===== config.mk =====
export PLATFORM = sky130hd
export DESIGN_NAME = note_envelope
export DESIGN_NICKNAME = d
export VERILOG_FILES = /design/src/rtl/note_envelope.sv
export SDC_FILE = /design/constraint.sdc
export NUM_CORES = 1
export LEC_CHECK = 0
export ABC_AREA = 1
export ABC_CLOCK_PERIOD_IN_PS = 2900
export BUFFER_PORTS_ARGS = -buffer_cell sky130_fd_sc_hd__buf_2
export CAP_MARGIN = 0
export CORE_UTILIZATION = 30
export CTS_CLUSTER_SIZE = 16
export DETAILED_ROUTE_END_ITERATION = 16
export PLACE_DENSITY = 0.52
export SETUP_SLACK_MARGIN = 0.1
export SLEW_MARGIN = 20
export SYNTH_ARGS = -nofsm -noshare
export SYNTH_HDL_FRONTEND = slang
export SYNTH_SLANG_ARGS = --single-unit

===== constraint.sdc =====
create_clock -name clk -period 2.9 [get_ports clk]
set_input_delay 0.145 -clock clk [delete_from_list [all_inputs] [get_ports clk]]
set_output_delay 0.145 -clock clk [all_outputs]
set_load 0.02 [all_outputs]

===== src/rtl/note_envelope.sv =====
// note_envelope: ADSR-style (attack/sustain/release) amplitude envelope that PWM-modulates a square-wave tone.
// Envelope steps advance on a free-running prescaler tick; key changes act immediately.
module note_envelope #(
  parameter int ENV_STEP_CYCLES = 4096
) (
  input  logic       clk,
  input  logic       rst_n,
  input  logic       tone,
  input  logic       key_on,
  input  logic [3:0] attack_inc,
  input  logic [3:0] release_dec,
  input  logic [7:0] sustain_level,
  output logic       pwm_out,
  output logic [7:0] amp,
  output logic [1:0] state
);
  localparam int PW = $clog2(ENV_STEP_CYCLES);
  localparam logic [PW-1:0] LAST = PW'(ENV_STEP_CYCLES - 1);
  typedef enum logic [1:0] {IDLE, ATTACK, SUSTAIN, RELEASE} st_t;
  st_t st;
  logic [PW-1:0] presc;
  logic [7:0] pwm_cnt, up, down;
  logic [3:0] inc, dec;
  logic [8:0] sum;
  logic step_tick;
  assign step_tick = presc == LAST;
  assign inc = attack_inc == 4'd0 ? 4'd1 : attack_inc;
  assign dec = release_dec == 4'd0 ? 4'd1 : release_dec;
  // Nine-bit sum so a near-full amp cannot wrap before clamping to sustain
  assign sum = {1'b0, amp} + {5'd0, inc};
  assign up = sum > {1'b0, sustain_level} ? sustain_level : sum[7:0];
  assign down = amp > {4'd0, dec} ? amp - {4'd0, dec} : 8'd0;
  assign state = st;
  always_ff @(posedge clk or negedge rst_n) begin
    if (!rst_n) begin
      presc <= '0;
      pwm_cnt <= 8'd0;
      pwm_out <= 1'b0;
    end else begin
      presc <= step_tick ? '0 : presc + 1'b1;
      pwm_cnt <= pwm_cnt + 8'd1;
      pwm_out <= tone & (pwm_cnt < amp);
    end
  end
  always_ff @(posedge clk or negedge rst_n) begin
    if (!rst_n) begin
      st <= IDLE;
      amp <= 8'd0;
    end else begin
      case (st)
        IDLE: begin
          amp <= 8'd0;
          if (key_on) st <= ATTACK;
        end
        ATTACK: begin
          if (!key_on) st <= RELEASE;
          else if (amp >= sustain_level) begin
            amp <= sustain_level;
            st <= SUSTAIN;
          end else if (step_tick) amp <= up;
        end
        SUSTAIN: begin
          if (!key_on) st <= RELEASE;
          else amp <= sustain_level;
        end
        RELEASE: begin
          if (key_on) st <= ATTACK;
          else if (amp == 8'd0) st <= IDLE;
          else if (step_tick) amp <= down;
        end
      endcase
    end
  end
endmodule


==> results.md, run 1 <==
* Fin area at 3420 um^2
* Overall routed net length at 6.93 mm
* Tmin final at 2850 ps
* Number of synthesized flops with an enable pin at 0
* Grt total ovfl at 0
* Failing checks: design-rule violations
* IO Pins at 31
* Synthesis Warnings at 0
* Maxcap violations at 0
* Syn nets at 432
* Worst reg2reg path depth at 18
* Pleak at 1.90 nW
* Layout Utilization at 38.6%
* Cell Chain, Critical Path: ha_4 -> fa_2 -> nand2_2 -> nand3_2 -> nand4_1 -> xor2_1 -> inv_1 -> ha_4 -> nand2_4 -> nor4_4 -> nand2_2 -> nand2_4 -> nand2_8 -> nand2_1 -> nand3_1 -> nand2_1 -> nand2_1 -> nand2_1
* Worst Path Arrival at 3060 ps
* Levels on crit path at 18
* Via density at 4.67
* Worst vdd ir at 216 uV
* Mapped cell area at 2770 um^2
* Capture point of the worst reg-to-reg path: amp[0]$_DFFE_PN0P_
* Worst skew pair latency at 280 ps
* Final HPWL DP at 5.39 mm
* Total Routing Usage GR at 14.9%
* Slowest CP cell: dfrtp_2
* Placed cell count at 518
* Worst setup path start: amp[0]$_DFFE_PN0P_
* Skew final at 6.84 ps
* Total CTS buffers at 5
* Crit path capture type: flip-flop
* Critical Path Fanout Max at 8
* Synth Flop Type: dfrtp_1
* Top cell by count, worst path: nand2_1
* Setup CP Type: reg2reg
* N_diodes at 0
* Starting Density at 31.3%
* Cell area after placement at 3130 um^2
* Maximum clock path buffer count at 2
* CTS clock-pin slew for the worst setup and hold paths at 70 ps
* Largest net degree at the start of global routing at 32
* CP peak stage delay at 430 ps
* CP top delay family: simple AND/OR/NAND/NOR gates
* Rows at 34
* Flops & latches, synth at 31
* Layout area overhead at 23.4%
* Port-buffer cells at 30
* Status: finished with violations
* TritonCTS clock tree: yes
* DR pass1 iterations at 10
* Synth area leader: dfrtp_1
* H-tree Lvls at 2
* Worst setup SP type: flip-flop
* Hold Violations, Final at 0
* Critical Path Sink: amp[0]$_DFFE_PN0P_
* GP Congestion at 0.817
* HP Class: in2reg
* Syn Area/Cell at 7.45 um^2
* Root buf cell: clkbuf_8
* Initial antenna violation count at 0
* First-pass GRT wire length at 11.5 mm
* Hold slack at 127 ps
* Register area at 777 um^2
* Crit Reg-Reg Startpoint: amp[0]$_DFFE_PN0P_
* Synth cell types at 37
* P per Cell Area at 766 nW/um^2
* Final Setup Violations at 0
* Least-Margin Pin Slew at 733 ps
* Share of the synthesized area in the top cell type at 28.0%
* RSZ-0062 raised after global routing: true
* Footprint of the multi-input gates at 1840 um^2
* Final Max Tran Viols at 0
* # nets final at 486
* Routed Antenna Nets at 0
* Vias in the first global route at 2418
* Slack of the worst reg-to-reg path at 50 ps
* Commonest non-fill, non-tap cell in the layout: nand2_1
* Drt drc at 1
* Fraction of layout cells with a size suffix above 1 at 21.3%
* CTS Sinks at 31
* Die area at 9620 um^2
* Ranking of synthesized cells by area: dfrtp_1 28%, ha_1 17%, nand2_1 13%
* Fin cells at 535
* Register area share after synthesis at 28.0%
* Die Wd at 98.1 um
* Filler Cell Count at 934
* Data required time at the worst endpoint at 3110 ps
* FFs w/ async S/R, synth at 100%
* F_max at 351 MHz
* TNS Setup at 0 ps
* Critical path buffer and inverter count at 1
* Rel. slew slack at 51.1%
* Via Count at 2501
* Initial DRC Count at 98
* Commonest non-fill, non-tap cells in the layout: 90 x nand2_1, 58 x inv_1, 36 x ha_1
* Die H at 98.1 um
* Routed WL per cell at 12.9 um
* Fin crit share at 98.1%
* Core Area at 8850 um^2
* Cells after Synth at 372
## state kept, by name (all words and copies together) (netlist names)
| name | count |
|---|---|
| amp | 8 |
| presc | 12 |
| pwm_cnt | 8 |
| pwm_out | 1 |
| state | 2 |
## layout make-up
class | instances | share of cell area (%)
clock inverter | 2 | 1.02
timing repair buffer | 49 | 8.64
sequential | 31 | 22.7
clock buffer | 6 | 2.41
tap | 108 | 3.95
inverter | 63 | 7.32
multi-input combinational | 276 | 53.9
## layer usage
metal	up-vias	share of wire, %	track usage, %	wire [um]
li1	1302	-	-	-
met4	0	2.1	4.31	146
met3	12	4.0	2.36	280
met1	1130	50	20.8	3470
met2	57	44	23.8	3030
met5	-	0	0	0
## synthesized netlist by cell type (5+ instances only)
cell	count
o21ai_0	7
nand2_2	5
ha_1	38
inv_1	58
nand3_1	34
nand2_1	95
xor2_1	17
nor2_1	23
a21oi_1	13
nor3_1	7
nand4_1	6
dfrtp_1	31
## logic make-up (layout without fill, tap and decap cells)
logic type,Yosys count,count (layout),share of synthesized area (%)
and+or+nand+nor,180,181,29.4
adders and majority gates,40,40,18.6
buffers and inverters,66,120,9.49
xor gates and xnor gates,21,21,6.64
DFF,31,31,28.0
AOI/OAI and AO/OA,34,34,7.90
## worst min-delay path by stage
stage	slack (ps)	start	depth (start not counted)	endpoint
after global routing	130	tone	3	pwm_out$_DFF_PN0_
after detailed placement	250	rst_n	1	presc[6]$_DFF_PN0_
final	130	tone	3	pwm_out$_DFF_PN0_
after global placement	250	rst_n	1	presc[6]$_DFF_PN0_
after CTS	130	tone	3	pwm_out$_DFF_PN0_
after floorplan	-150	rst_n	0	amp[0]$_DFFE_PN0P_
## power breakdown
part / switching (mW) / internal [mW] / leakage [nW] / total (mW)
clock: 0.165 / 0.278 / 0.0612 / 0.443
combinational: 1.01 / 0.616 / 1.45 / 1.62
sequential: 0.0644 / 0.488 / 0.392 / 0.553
## worst reg2reg max path: stages (launching register included)
cell and delay (ps):
dfrtp_2 430, ha_4 170, fa_2 350, nand2_2 90, nand3_2 80, nand4_1 90
xor2_1 190, inv_1 110, ha_4 300, nand2_4 60, nor4_4 250, nand2_2 110
nand2_4 130, nand2_8 80, nand2_1 70, nand3_1 60, nand2_1 70, nand2_1 70
nand2_1 70
## stage by stage
| stage | setup WS (ps) | total power [mW] |
|---|---|---|
| after floorplan | 103 | 1.61 |
| after global placement | -195 | 2.02 |
| after detailed placement | -241 | 2.04 |
| after CTS | 83.7 | 2.58 |
| after global routing | -138 | 2.86 |
| final | 54.5 | 2.62 |
## what timing repair did
item	in CTS	in global routing
buffers inserted	6	1
gates resized for setup	12	7
setup endpoints to repair	8	8
hold buffers	1	0
endpoints found under the hold margin	31	0
gates cloned	1	0
pin swaps	6	4
Power figures use the tool's default switching activity.
==> run 2: changes to the inputs <==
--- a/config.mk
+++ b/config.mk
@@ -13,6 +13,7 @@
 export CTS_CLUSTER_SIZE = 16
 export DETAILED_ROUTE_END_ITERATION = 16
 export PLACE_DENSITY = 0.52
+export RECOVER_POWER = 25
 export SETUP_SLACK_MARGIN = 0.1
 export SLEW_MARGIN = 20
 export SYNTH_ARGS = -nofsm -noshare
==> constraint.sdc (replaced) <==
create_clock -name clk -period 2.9 [get_ports clk]
set_input_delay 0.435 -clock clk [delete_from_list [all_inputs] [get_ports clk]]
set_output_delay 0.435 -clock clk [all_outputs]
set_load 0.02 [all_outputs]
==> run 2 against run 1 <==
- the run ends with design-rule violations, max-capacitance violations, max-slew violations left
- clock skew decreased by 2.1 ps
- non-clock buffer count up 3
- wire length is 1.7% higher
- final area rose by 1.7%
- largest cell class unchanged
- maximum frequency increased by 1.2%
- first-iteration DRC count is 3.1% higher
- highest routed layer unchanged
- critical endpoint is now amp[1]$_DFFE_PN0P_
- sequential cell count stayed put
- clock power increased by 0.9%
- critical path depth is 6 higher
- sequential power about the same
==> results.md, run 2 (synthesis gave the netlist of run 1 again) <==
* Status: finished with violations (unchanged)
* Failing checks: design-rule violations, max-capacitance violations, max-slew violations (was design-rule violations)
* Max reg flops at 12 (unchanged)
* Top flop regs: presc: 12 flops, amp: 8 flops, pwm_cnt: 8 flops (unchanged)
* TritonCTS clock tree: yes (unchanged)
* Maxcap violations at 1 (was 0)
* Routed WL per cell at 13.1 um (was 12.9 um)
* Crit path capture type: flip-flop (unchanged)
* # nets final at 489 (was 486)
* Via Count at 2500 (was 2501)
* Initial antenna violation count at 0 (unchanged)
* Cell area after placement at 3210 um^2 (was 3130 um^2)
* Rel. slew slack at -15.4% (was 51.1%)
* Fin crit share at 96.9% (was 98.1%)
* Die H at 98.1 um (unchanged)
* Overall power at 2.66 mW (was 2.62 mW)
* Drt drc at 2 (was 1)
* Slack of the worst reg-to-reg path at 110 ps (was 50 ps)
* Final Setup Violations at 0 (unchanged)
* Placed cell count at 523 (was 518)
* Fraction of layout cells with a size suffix above 1 at 22.8% (was 21.3%)
* Port-buffer cells at 30 (unchanged)
* Rows at 34 (unchanged)
* Setup CP Type: in2reg (was reg2reg)
* Fin cells at 538 (was 535)
* Hold Violations, Final at 0 (unchanged)
* Crit Reg-Reg Startpoint: amp[0]$_DFFE_PN0P_ (unchanged)
* Filler Cell Count at 945 (was 934)
* Worst setup SP type: primary input (was flip-flop)
* Skew final at 4.69 ps (was 6.84 ps)
* Root buf cell: clkbuf_8 (unchanged)
* Worst setup path start: attack_inc[3] (was amp[0]$_DFFE_PN0P_)
* CTS Sinks at 31 (unchanged)
* Core Area at 8850 um^2 (unchanged)
* Pleak at 1.91 nW (was 1.90 nW)
* N_diodes at 0 (unchanged)
* P per Cell Area at 766 nW/um^2 (about the same)
* RSZ-0062 raised after global routing: true (unchanged)
* H-tree Lvls at 2 (unchanged)
* Worst skew pair latency at 280 ps (about the same)
* Critical Path Sink: amp[1]$_DFFE_PN0P_ (was amp[0]$_DFFE_PN0P_)
* Critical Path Fanout Max at 5 (was 8)
* Commonest non-fill, non-tap cells in the layout: 89 x nand2_1, 57 x inv_1, 35 x ha_1 (was 90 x nand2_1, 58 x inv_1, 36 x ha_1)
* Final HPWL DP at 5.55 mm (was 5.39 mm)
* IO Pins at 31 (unchanged)
* Vias in the first global route at 2543 (was 2418)
* Initial DRC Count at 101 (was 98)
* Overall routed net length at 7.04 mm (was 6.93 mm)
* Final Max Tran Viols at 32 (was 0)
* Least-Margin Pin Slew at 1730 ps (was 733 ps)
* GP Congestion at 0.843 (was 0.817)
* Commonest non-fill, non-tap cell in the layout: nand2_1 (unchanged)
* Starting Density at 31.3% (unchanged)
* Worst vdd ir at 276 uV (was 216 uV)
* Total CTS buffers at 5 (unchanged)
* Capture point of the worst reg-to-reg path: amp[1]$_DFFE_PN0P_ (was amp[0]$_DFFE_PN0P_)
* Die area at 9620 um^2 (unchanged)
* Top cell by count, worst path: nand2_1 (unchanged)
* Biggest register: presc (unchanged)
* CTS clock-pin slew for the worst setup and hold paths at 70 ps (about the same)
* Grt total ovfl at 0 (unchanged)
* F_max at 356 MHz (was 351 MHz)
* Data required time at the worst endpoint at 3080 ps (was 3110 ps)
* Fin area at 3480 um^2 (was 3420 um^2)
* Routed Antenna Nets at 0 (unchanged)
* Die Wd at 98.1 um (unchanged)
* Footprint of the multi-input gates at 1860 um^2 (was 1840 um^2)
* Maximum clock path buffer count at 2 (unchanged)
* Largest net degree at the start of global routing at 32 (unchanged)
* DR pass1 iterations at 10 (unchanged)
* Register area at 776 um^2 (was 777 um^2)
* Via density at 4.65 (was 4.67)
* Tmin final at 2810 ps (was 2850 ps)
* Cell Chain, Critical Path: buf_6 -> nor3_2 -> or2_4 -> ha_4 -> fa_2 -> nand2_2 -> nand3_4 -> nand2_2 -> xor2_2 -> ha_1 -> nand2_2 -> inv_1 -> nand2_1 -> nand3_1 -> nand2_1 -> nand2_1 -> nand2_1 -> nand2_2 -> nand2_4 -> nand3_1 -> nand3_2 -> nand2_1 -> nand2_1 -> nand2_1 (was ha_4 -> fa_2 -> nand2_2 -> nand3_2 -> nand4_1 -> xor2_1 -> inv_1 -> ha_4 -> nand2_4 -> nor4_4 -> nand2_2 -> nand2_4 -> nand2_8 -> nand2_1 -> nand3_1 -> nand2_1 -> nand2_1 -> nand2_1)
* Worst reg2reg path depth at 21 (was 18)
* Slowest CP cell: fa_2 (was dfrtp_2)
* Worst Path Arrival at 2990 ps (was 3060 ps)
* CP peak stage delay at 340 ps (was 430 ps)
* Hold slack at 411 ps (was 127 ps)
* HP Class: in2reg (unchanged)
* Hold buffer count at CTS at 0 (was 1)
* First-pass GRT wire length at 12.2 mm (was 11.5 mm)
* Layout area overhead at 25.6% (was 23.4%)
* Total Routing Usage GR at 15.8% (was 14.9%)
run 2: changes by cell type in the layout (fill, tap and decap cells not counted), moves of 2 or more:
cell	previous run	this run
nand2_2	7	10
buf_6	0	4
buf_2	30	25
buf_4	18	22
nand2_4	3	1
run 2: worst max-delay path, delay by kind of cell:
| kind | cells | cell delay (ps) |
|---|---|---|
| XOR/XNOR | 1 | 160 |
| adder cells (fa/ha/maj) | 3 | 770 |
| buffers and inverters | 2 | 120 |
| AND/OR/NAND/NOR | 18 | 1490 |
run 2: how the worst min path moves through the flow:
stage | from | endpoint | depth (start not counted)
after floorplan | rst_n | amp[0]$_DFFE_PN0P_ | 0
after global placement | pwm_cnt[0]$_DFF_PN0_ | pwm_cnt[0]$_DFF_PN0_ | 1
after detailed placement | pwm_cnt[0]$_DFF_PN0_ | pwm_cnt[0]$_DFF_PN0_ | 1
after CTS | rst_n | presc[5]$_DFF_PN0_ | 1
after global routing | tone | pwm_out$_DFF_PN0_ | 3
final | tone | pwm_out$_DFF_PN0_ | 3
run 2: what timing repair did:
item | CTS | global route
setup endpoints to repair | 8 | 8
cloned | 1 | 0
gates resized for setup | 10 | 8
pin swaps | 7 | 7
buffers inserted | 5 | 1
run 2: cell type report:
cell class,instances,share of cell area [%]
sequential,31,22.3
inverter,63,7.19
clock buffer,6,2.37
timing repair buffer,52,9.75
multi-input combinational,276,53.5
clock inverter,2,1.01
tap,108,3.88
run 2: per-layer routing:
metal	part of all wire [%]	global-route usage, %	up-vias
met5	0	0	-
met4	1.7	4.66	0
met3	5.2	2.58	11
met2	46	26.4	49
met1	47	21.0	1125
li1	-	-	1315
run 2: metrics by stage:
| stage | utilization, % | TNS [ps] | setup WS [ps] |
|---|---|---|---|
| detailed placement | 36.2 | -2640 | -345 |
| floorplan | - | 0 | 51.3 |
| finish | 39.3 | 0 | 89.4 |
| CTS | 38.7 | 0 | 76.9 |
| global placement | 36.2 | -2580 | -339 |
| global route | 39.3 | -760 | -124 |
run 2: power breakdown:
group	switching (mW)	total [mW]	internal, mW
clock	0.169	0.447	0.278
sequential	0.0625	0.550	0.487
combinational	1.01	1.67	0.655
==> run 3: changes to the inputs <==
--- a/config.mk
+++ b/config.mk
@@ -6,13 +6,13 @@
 export NUM_CORES = 1
 export LEC_CHECK = 0
 export ABC_AREA = 1
-export ABC_CLOCK_PERIOD_IN_PS = 2900
+export ABC_CLOCK_PERIOD_IN_PS = 2700
 export BUFFER_PORTS_ARGS = -buffer_cell sky130_fd_sc_hd__buf_2
 export CAP_MARGIN = 0
 export CORE_UTILIZATION = 30
 export CTS_CLUSTER_SIZE = 16
 export DETAILED_ROUTE_END_ITERATION = 16
-export PLACE_DENSITY = 0.52
+export PLACE_DENSITY = 0.5
 export RECOVER_POWER = 25
 export SETUP_SLACK_MARGIN = 0.1
 export SLEW_MARGIN = 20
==> constraint.sdc (replaced) <==
create_clock -name clk -period 2.7 [get_ports clk]
set_input_delay 0.405 -clock clk [delete_from_list [all_inputs] [get_ports clk]]
set_output_delay 0.405 -clock clk [all_outputs]
set_load 0.02 [all_outputs]
==> run 3 against run 2 <==
- the run ends with design-rule violations, max-capacitance violations, max-slew violations, negative setup slack left
- clock skew increased by 1.6 ps
- worst hold slack got worse by 22 ps
- critical path depth increased by 1
- clock-buffer cell count increased by 2
- combinational power increased by 9.6%
==> results.md, run 3 (synthesis gave the netlist of run 1 again) <==
* Combinational power share at 64.7% (was 62.6%)
* Top flop regs: presc: 12 flops, amp: 8 flops, pwm_cnt: 8 flops (unchanged)
* Worst Path Arrival at 3060 ps (was 2990 ps)
* Status: finished with violations (unchanged)
* IO Pins at 31 (unchanged)
* Final Max Tran Viols at 32 (unchanged)
* Die Wd at 98.1 um (unchanged)
* Via density at 4.64 (was 4.65)
* Least-Margin Pin Slew at 1710 ps (was 1730 ps)
* DR WL met3 at 331 um (was 364 um)
* Rows at 34 (unchanged)
* Slack of the worst reg-to-reg path at -120 ps (was 110 ps)
* Top routing layer in use: met4 (unchanged)
* Hold Violations, Final at 0 (unchanged)
* Pleak at 1.94 nW (was 1.91 nW)
* Critical Path Fanout Max at 8 (was 5)
* Max reg flops at 12 (unchanged)
* Final Setup Violations at 8 (was 0)
* Met2 WL post-DR at 3.18 mm (was 3.24 mm)
* Core Area at 8850 um^2 (unchanged)
* Layout Utilization at 39.6% (was 39.3%)
* Data required time at the worst endpoint at 2920 ps (was 3080 ps)
* Layout area overhead at 26.5% (was 25.6%)
* Slowest CP cell: fa_2 (unchanged)
* Capture point of the worst reg-to-reg path: amp[2]$_DFFE_PN0P_ (was amp[1]$_DFFE_PN0P_)
* Port-buffer cells at 30 (unchanged)
* Top cell by count, worst path: nand2_1 (unchanged)
* F_max at 352 MHz
* Starting Density at 31.3% (unchanged)
* Skew final at 6.28 ps (was 4.69 ps)
* Total Routing Usage GR at 15.9% (was 15.8%)
* Crit path capture type: flip-flop (unchanged)
* CTS Sinks at 31 (unchanged)
* Maximum clock path buffer count at 2 (unchanged)
* Fraction of layout cells with a size suffix above 1 at 24.6% (was 22.8%)
* Clk pwr share at 14.3% (was 16.8%)
* Worst setup SP type: primary input (unchanged)
* Drt drc at 2 (unchanged)
* Initial antenna violation count at 0 (unchanged)
* Via Count at 2537 (was 2500)
* DR pass1 iterations at 10 (unchanged)
* Switch share at 47.3% (was 46.7%)
* Overall routed net length at 7.11 mm (was 7.04 mm)
* Failing checks: design-rule violations, max-capacitance violations, max-slew violations, negative setup slack (was design-rule violations, max-capacitance violations, max-slew violations)
* Hold buffer count at CTS at 0 (unchanged)
* RSZ-0062 raised after global routing: true (unchanged)
* Tmin final at 2840 ps
* Grt total ovfl at 0 (unchanged)
* TritonCTS clock tree: yes (unchanged)
* # nets final at 498 (was 489)
* Worst skew pair latency at 280 ps (about the same)
* GP Congestion at 0.797 (was 0.843)
* Flop pwr share at 21.0% (was 20.6%)
* Rel. slew slack at -13.8% (was -15.4%)
* N_diodes at 0 (unchanged)
* Die area at 9620 um^2 (unchanged)
* P per Cell Area at 806 nW/um^2 (was 766 nW/um^2)
* Initial DRC Count at 96 (was 101)
* Commonest non-fill, non-tap cell in the layout: nand2_1 (unchanged)
* Die H at 98.1 um (unchanged)
* Routed Antenna Nets at 0 (unchanged)
* WL met1 at 3.57 mm (was 3.32 mm)
* Largest net degree at the start of global routing at 32 (unchanged)
* Routed WL per cell at 13.0 um (was 13.1 um)
* Biggest register: presc (unchanged)
* Worst vdd ir at 236 uV (was 276 uV)
* Worst Hold Endpoint: pwm_out$_DFF_PN0_ (unchanged)
* Vias in the first global route at 2510 (was 2543)
* Final setup margin at -138 ps (was 89.4 ps)
* Maxcap violations at 1 (unchanged)
* HP Class: in2reg (unchanged)
* Worst reg2reg path depth at 22 (was 21)
* H-tree Lvls at 2 (unchanged)
* CTS clock-pin slew for the worst setup and hold paths at 70 ps (about the same)
* First-pass GRT wire length at 12.3 mm (was 12.2 mm)
* Fin crit share at 105%
* Sw Pwr at 1.34 mW (was 1.24 mW)
* Crit Reg-Reg Startpoint: amp[0]$_DFFE_PN0P_ (unchanged)
* Final HPWL DP at 5.67 mm (was 5.55 mm)
* Commonest non-fill, non-tap cells in the layout: 87 x nand2_1, 56 x inv_1, 36 x ha_1 (was 89 x nand2_1, 57 x inv_1, 35 x ha_1)
* Internal power at 1.49 mW (was 1.42 mW)
* Root buf cell: clkbuf_8 (unchanged)
* Hold slack at 390 ps (was 411 ps)
* Total CTS buffers at 5 (unchanged)
* Hold Crit Start: tone (unchanged)
* Worst Hold Path Cells at 3 (unchanged)
* CP peak stage delay at 340 ps (about the same)
* Setup CP Type: in2reg (unchanged)
## run 3: per-stage QoR
stage          power (mW)  instance area [um^2]  cells  setup TNS, ps  setup slack [ps]
3_3_place_gp         2.28                  3260    530          -4120              -541
5_1_grt              3.12                  3500    547          -2250              -311
3_5_place_dp         2.29                  3260    530          -4310              -563
2_1_floorplan        1.75                  2810    372           -947              -119
4_1_cts              2.80                  3470    545           -770              -140
6_report             2.83                  3500    547           -899              -138
## run 3: repair_timing
item                                    4_1_cts  5_1_grt
endpoints found under the setup margin        8        8
pin swaps                                     8       13
gates cloned                                  1        0
setup buffers                                 6        2
resized for setup                            12        6
## run 3: worst max-delay path, delay by kind of cell
family | cells | cell delay [ps]
xor gates and xnor gates | 1 | 180
buffers and inverters | 2 | 120
adders and majority gates | 3 | 780
and+or+nand+nor | 19 | 1550
## run 3: layout make-up
cell class	instances	area, um^2
timing repair buffer	61	407
inverter	63	250
fill	925	5340
tap	108	135
clock buffer	8	100
multi-input combinational	276	1840
sequential	31	776
## run 3: metal layers
| metal | GRT usage (%) | vias to the layer above |
|---|---|---|
| li1 | - | 1328 |
| met4 | 2.80 | 0 |
| met5 | 0 | - |
| met2 | 26.1 | 45 |
| met1 | 22.2 | 1160 |
| met3 | 2.51 | 4 |
## run 3: how the worst max path moves through the flow
stage                                  start  cells after the start                 end  slack, ps
final                          attack_inc[3]                     25  amp[2]$_DFFE_PN0P_       -140
after CTS                 amp[0]$_DFFE_PN0P_                     22  amp[1]$_DFFE_PN0P_       -140
after global placement         attack_inc[3]                     25  amp[2]$_DFFE_PN0P_       -540
after global routing           attack_inc[3]                     25  amp[2]$_DFFE_PN0P_       -310
after floorplan                attack_inc[3]                     24  amp[5]$_DFFE_PN0P_       -120
after detailed placement       attack_inc[3]                     25  amp[2]$_DFFE_PN0P_       -560
## run 3: power by group through the flow
stage / logic [mW] / registers, mW / clock network [mW]
4_1_cts: 1.78 / 0.594 / 0.421
3_5_place_dp: 1.69 / 0.603 / 0
6_report: 1.83 / 0.593 / 0.403
3_3_place_gp: 1.68 / 0.603 / 0
5_1_grt: 2.08 / 0.602 / 0.440
2_1_floorplan: 1.09 / 0.664 / 0
